===== config.mk =====
export PLATFORM = sky130hd
export DESIGN_NAME = buscador_binario
export DESIGN_NICKNAME = d
export VERILOG_FILES = /design/src/rtl/buscador_binario.sv
export SDC_FILE = /design/constraint.sdc
export NUM_CORES = 1
export LEC_CHECK = 0
export ABC_AREA = 1
export ABC_CLOCK_PERIOD_IN_PS = 4850
export BUFFER_PORTS_ARGS = -buffer_cell sky130_fd_sc_hd__buf_2
export CAP_MARGIN = 25
export CORE_MARGIN = 3
export CORE_UTILIZATION = 50
export DETAILED_ROUTE_END_ITERATION = 10
export PLACE_DENSITY = 0.7
export SYNTH_ARGS = -nofsm -noshare
export SYNTH_HDL_FRONTEND = slang
export SYNTH_SLANG_ARGS = --single-unit

===== constraint.sdc =====
create_clock -name clk -period 4.85 [get_ports clk]
set_input_delay 0.97 -clock clk [delete_from_list [all_inputs] [get_ports clk]]
set_output_delay 0.97 -clock clk [all_outputs]
set_load 0.02 [all_outputs]

===== src/rtl/buscador_binario.sv =====
// Binary-search initiator: proposes guesses to a responder holding an unknown
// N-bit target and narrows [lo, hi] from greater-than / equal verdicts.
module buscador_binario #(
    parameter int unsigned N  = 5,
    parameter int unsigned AW = 5
) (
    input  logic          clk,
    input  logic          rst_n,
    input  logic          start,
    output logic [N-1:0]  guess,
    output logic          guess_valid,
    input  logic          resp_valid,
    input  logic          resp_mayor,
    input  logic          resp_igual,
    output logic          busy,
    output logic          done,
    output logic          found,
    output logic [AW-1:0] intentos
);

    localparam int unsigned SW = N + 1;

    localparam logic [1:0] S_IDLE     = 2'd0;
    localparam logic [1:0] S_CALC     = 2'd1;
    localparam logic [1:0] S_PROPONER = 2'd2;
    localparam logic [1:0] S_FIN      = 2'd3;

    logic [1:0]    state, state_d;
    logic [N-1:0]  lo, lo_d, hi, hi_d;
    logic [N-1:0]  guess_d;
    logic          guess_valid_d, busy_d, done_d, found_d;
    logic [AW-1:0] intentos_d;
    logic [SW-1:0] sum;

    // Next-state, search bounds and registered-output next values
    always_comb begin
        state_d    = state;
        lo_d       = lo;
        hi_d       = hi;
        guess_d    = guess;
        found_d    = found;
        intentos_d = intentos;
        // Midpoint sum carried at N+1 bits so hi = 2^N-1 never wraps
        sum        = SW'(lo) + SW'(hi);

        case (state)
            S_IDLE, S_FIN: begin
                if (start) begin
                    lo_d       = '0;
                    hi_d       = '1;
                    intentos_d = '0;
                    found_d    = 1'b0;
                    state_d    = S_CALC;
                end
            end
            S_CALC: begin
                guess_d = sum[N:1];
                state_d = S_PROPONER;
            end
            S_PROPONER: begin
                if (resp_valid) begin
                    if (intentos != '1) begin
                        intentos_d = intentos + AW'(1);
                    end
                    if (resp_igual) begin
                        found_d = 1'b1;
                        state_d = S_FIN;
                    end else if (resp_mayor && (guess == hi)) begin
                        found_d = 1'b0;
                        state_d = S_FIN;
                    end else if (resp_mayor) begin
                        lo_d    = guess + N'(1);
                        state_d = S_CALC;
                    end else if (guess == lo) begin
                        found_d = 1'b0;
                        state_d = S_FIN;
                    end else begin
                        hi_d    = guess - N'(1);
                        state_d = S_CALC;
                    end
                end
            end
            default: state_d = S_IDLE;
        endcase

        guess_valid_d = (state_d == S_PROPONER);
        busy_d        = (state_d == S_CALC) || (state_d == S_PROPONER);
        done_d        = (state_d == S_FIN);
    end

    // State, bounds and output registers with synchronous active-low reset
    always_ff @(posedge clk) begin
        if (!rst_n) begin
            state       <= S_IDLE;
            lo          <= '0;
            hi          <= '0;
            guess       <= '0;
            guess_valid <= 1'b0;
            busy        <= 1'b0;
            done        <= 1'b0;
            found       <= 1'b0;
            intentos    <= '0;
        end else begin
            state       <= state_d;
            lo          <= lo_d;
            hi          <= hi_d;
            guess       <= guess_d;
            guess_valid <= guess_valid_d;
            busy        <= busy_d;
            done        <= done_d;
            found       <= found_d;
            intentos    <= intentos_d;
        end
    end

endmodule

After elaboration in Yosys (flattened, before gate mapping). Index checks and enable logic that the tools add are counted.

$add $sub $neg: 4. Reductions and logical operators: 9. Multiplexer cells: 30. Eq/ne operators: 19.

Operator list (number): 5-bit 2-to-1 mux (13); 5-bit case mux with 2 select lines (3); 2-bit inequality test (second input constant) (8); 2-bit 2-to-1 mux (6); 5-bit by 1-bit adder with 5-bit output (second input constant) (2); 5-bit equality test (2); 2-bit equality test (second input constant) (4); 4-bit inequality test (second input constant) (2); 7-bit AND reduction (1); 5-bit by 5-bit adder with 6-bit output (1); 1-bit 2-to-1 mux (6); 2-bit case mux with 3 select lines (1); 6-bit AND reduction (1); 5-bit inequality test (second input constant) (1); 5-bit AND reduction (1); 5-bit by 1-bit subtractor with 5-bit output (second input constant) (1); 2-bit by 1-bit equality test with 1-bit output (second input constant) (2); 4-bit AND reduction (1); 2-bit logical NOT (1); 1-bit case mux with 2 select lines (1); 2-bit nonzero test (1); 2-bit OR reduction (1); 1-bit logical AND (1); 1-bit logical OR (1).

Register bits: 26. Logic and storage cells: 71. Bits of input ports: 6.

Longest topological paths before layout.
Word-level depth: 9. Depth in mapped cells: 16.

Worst setup path before layout. Ideal clock, no wire load.

Path type: in2reg. Start point: in resp_mayor. End point: reg busy. Setup time: 0.109 ns. Cell stages on the path: 13. Setup slack: 2.852 ns. Arrival time: 1.889 ns. Buffers on the path: 0. Required time: 4.741 ns. Cells stage by stage: nand2_1 nor2_1 nand3_1 nand2_2 inv_1 nand2_1 nand2_1 nand2_1 nand2_1 nand2_1 ha_1 nand2_1 inv_1.

Longest elaborated chain between the ends: 7. Elaborated cells on any way between the ends: 9.

RTL lines: start: declaration (line 13) `input logic resp_mayor,`; 2-bit 2-to-1 mux / 1-bit logical AND (equally long branches) (line 71, 68); 2-bit 2-to-1 mux * (line 68) `end else if (resp_mayor && (guess == hi)) begin`; 2-bit 2-to-1 mux * (line 65) `if (resp_igual) begin`; 2-bit 2-to-1 mux * (line 61) `if (resp_valid) begin`; 2-bit case mux with 3 select lines * (line 46) `case (state)`; named net state_d[1] (line 28) `logic [1:0] state, state_d;`; 2-bit by 1-bit equality test with 1-bit output / 2-bit equality test (equally long branches) (line 87) `busy_d = (state_d == S_CALC) || (state_d == S_PROPONER);`; 1-bit logical OR * (line 87); named net busy_d (line 31) `logic guess_valid_d, busy_d, done_d, found_d;`; end signal: assignment (line 109) `busy <= busy_d;`; end: declaration (line 15) `output logic busy,`.

The timed path passes the listed nets; every way through them passes the cells marked *. A chain may end at the register's enable or synchronous reset.

Worst setup path in the final report.
Start point: reg state[0]. End point: reg busy.

Longest elaborated chain between the ends: 5. Elaborated cells on any way between the ends: 11.

RTL lines: start: declaration (line 28); start signal: assignment (line 104) `state <= state_d;`; 2-bit equality test / 2-bit logical NOT (equally long branches) (line 46); 2-bit OR reduction (line 46); 2-bit case mux with 3 select lines * (line 46); named net state_d[1] (line 28); 2-bit by 1-bit equality test with 1-bit output / 2-bit equality test (equally long branches) (line 87); 1-bit logical OR * (line 87); named net busy_d (line 31).

Marked as above.

==> results.toml <==
[logic_synthesis]
synth_area_um2 = 1642
synth-edff-count = 0
syn_inst = 249
avgSynthCellArea_um2 = 6.593
synth.distinct_cells = 27
yosysWarnings = 0
synth_most_common_cell = "nand2_1"
synth_fp_nets = 268
synth_top_flop_cell = "dfxtp_1"
synthTopCellsByCount = "nand2_1, inv_1, nor2_1"
synthArstFlopShare_pct = 0
yosysTopAreaCell = "dfxtp_1"
yosysSeqAreaShare_pct = 31.71
ys_ff_latch = 26
synth.area.top_cells = "dfxtp_1, nand2_1, ha_1"
netlist.area_leader.share_pct = 31.71

[worst_setup_path]
critPathBufInv = 4
timing.rr.end = "busy"
critPathArrivalTime_ns = 2.34
crit_required_ns = 5.09
crit_type = "register to register"
crit_chain = "inv_1 -> ha_1 -> inv_2 -> nor2_1 -> inv_1 -> o21ai_0 -> nand2_1 -> nand2_1 -> ha_1 -> nand2_1 -> inv_1"
r2r-start = "state[0]"
cp_num_cells = 11
rrSetupSlack_ns = 2.75
crit_family = "adder cells"
end_kind = "register"
ff2ff_path_depth = 11
path_max_fanout = 18
worst_path_max_delay_cell = "ha_1"
crit_path_start_kind = "register"
critPathMaxStageDelay_ns = 0.57

[clock_tree]
cts_num_sinks = 26
postCtsSetupRepairBufs = 0
htree_levels = 1
cts_buffers = 3
hold_buffers = 0
clk_pin_slew_ns = 0.14
clockRootBuffer = "clkbuf_4"
post_cts_resized = 0
insertion_delay_ns = 0.32
clockBufferDepth = 2
cts_tree = "built"

[sta]
max_slew_margin_pct = 56.55
post-route-period-util_pct = 43.33
fmax_mhz = 475.8
fin_setup_tns_ns = 0
max_slew.worst_pin.slew_ns = 0.6518
report.final.slew_viol_count = 0
grt_setup_unrepaired = "no"
skew_ns = 0.007219
holdWs_ns = 0.4734
hold_viol_final = 0
setup_violations = 0
min_period_ns = 2.102

[pwr]
sw_frac_of_total_pct = 50.20
p_clk_share_pct = 8.7
p_int_uw = 520.8
powerDensity_nw_per_um2 = 588.6
combPwrFrac_pct = 56.9
ir_worst_vdd_mv = 0.3280
power_uw = 1046
p_leak_uw = 0.0009242
pwr-share-seq_pct = 34.3
switching_power_uw = 525.0

[floorplan]
core_area_um2 = 3103
io_pins = 20
initial_core_util_pct = 52.90
die_h_um = 63.30
dieWidth_um = 63.30
rows = 20
die_area_um2 = 4007

[routing]
drt-vias-per-instance = 4.929
first_pass_iters = 4
drtAntennaViolNets = 0
vias = 1528
drc = 0
drt-total-wl_um = 3528
drtIter0Drc = 68
wl_per_cell_um = 11.38

[global_route]
grt_max_degree = 19
grt_pass1_wl_um = 6085
grt_use_total_pct = 19.00
grt.overflow.total = 0
grt_antenna_before_repair = 0
grt_pass1_vias = 1361

[job]
maxCapViolCount = 0

[placed_design]
port_buffers = 19
gp_congestion = 0.8646
dp_hpwl_um = 2645

[cells_and_area]
num-fill-cells = 349
post-route-util_pct = 57.26
syn_to_final_growth_pct = 8.231
n_antenna_cell = 0
layout-drive-gt1-share_pct = 13.16
nets = 287

[worst_hold_path]
min_path_type = "register to register"
hold_start = "found"
min_path_cells = 2
worstHoldEndpoint = "found"

[outcome]
outcome = "finished clean"
==> metal layers <==
metal | wire length [µm] | vias to the layer above | share of wire, % | track usage [%]
li1 | - | 818 | - | -
met1 | 1824 | 681 | 52 | 26.37
met2 | 1530 | 25 | 43 | 29.64
met3 | 141 | 4 | 4.0 | 3.922
met4 | 31 | 0 | 0.88 | 5.660
met5 | 0 | - | 0 | 0
==> cells in the final DEF (no fill, tap or decap), drive strengths merged, types with 3 or more instances in the layout <==
master	instances
xnor2	4
buf	19
ha	12
nor3	3
nand3	11
nand2	67
nand4	4
o21ai	17
dfxtp	26
clkbuf	3
nor2	31
xor2	3
inv	41
a21oi	18
==> worst reg2reg max path, delay by kind of cell, from the launching register on <==
| family | cells | cell delay [ns] |
|---|---|---|
| flops | 1 | 0.35 |
| compound gates | 1 | 0.14 |
| simple gates | 4 | 0.40 |
| buf+inv | 4 | 0.33 |
| fa+ha+maj | 2 | 0.80 |
==> flip-flops by register name, indices dropped and copies added, names as in the netlist <==
register	flops
intentos	5
hi	5
guess_valid	1
done	1
busy	1
lo	5
found	1
guess	5
state	2
==> area by class of cell <==
cell class | count | area [µm²] | share of cell area, %
clock buffers | 3 | 22.52 | 1.268
inverters | 42 | 157.7 | 8.873
multi-input cells | 176 | 925.9 | 52.11
flip-flops and latches | 26 | 520.5 | 29.30
well taps | 44 | 55.05 | 3.099
repair buffers | 19 | 95.09 | 5.352
==> metrics by stage <==
step                      cell area [µm²]  std cells  setup slack, ns
final                                1777        310            2.748
after global routing                 1777        310            2.518
after CTS                            1777        310            2.733
after detailed placement             1754        307            2.641
after global placement               1754        307            2.649
after floorplan                      1642        249            2.852
==> power by group through the flow <==
| stage | combinational, µW | sequential [µW] | clock, µW |
|---|---|---|---|
| after floorplan | 442 | 375 | 0 |
| after global placement | 585 | 364 | 0 |
| after detailed placement | 593 | 363 | 0 |
| after CTS | 597 | 359 | 95.6 |
| after global routing | 693 | 373 | 101 |
| final | 595 | 359 | 91.4 |
==> worst max-delay path by stage <==
stage / end / startpoint / slack (ns)
2_1_floorplan: busy / resp_mayor / 2.85
3_3_place_gp: busy / resp_mayor / 2.65
3_5_place_dp: busy / resp_mayor / 2.64
4_1_cts: busy / state[0] / 2.73
5_1_grt: intentos[3] / state[0] / 2.52
6_report: busy / state[0] / 2.75
==> cells by family after synthesis <==
kind of cell               Yosys count  share of synthesized area [%]
xor gates and xnor gates             7                          3.735
AOI/OAI and AO/OA                   39                          12.65
adders and majority gates           13                          10.37
buffers and inverters               47                          11.89
and+or+nand+nor                    117                          29.65
DFF                                 26                          31.71
No activity file was read; power rests on OpenSTA's default activity.
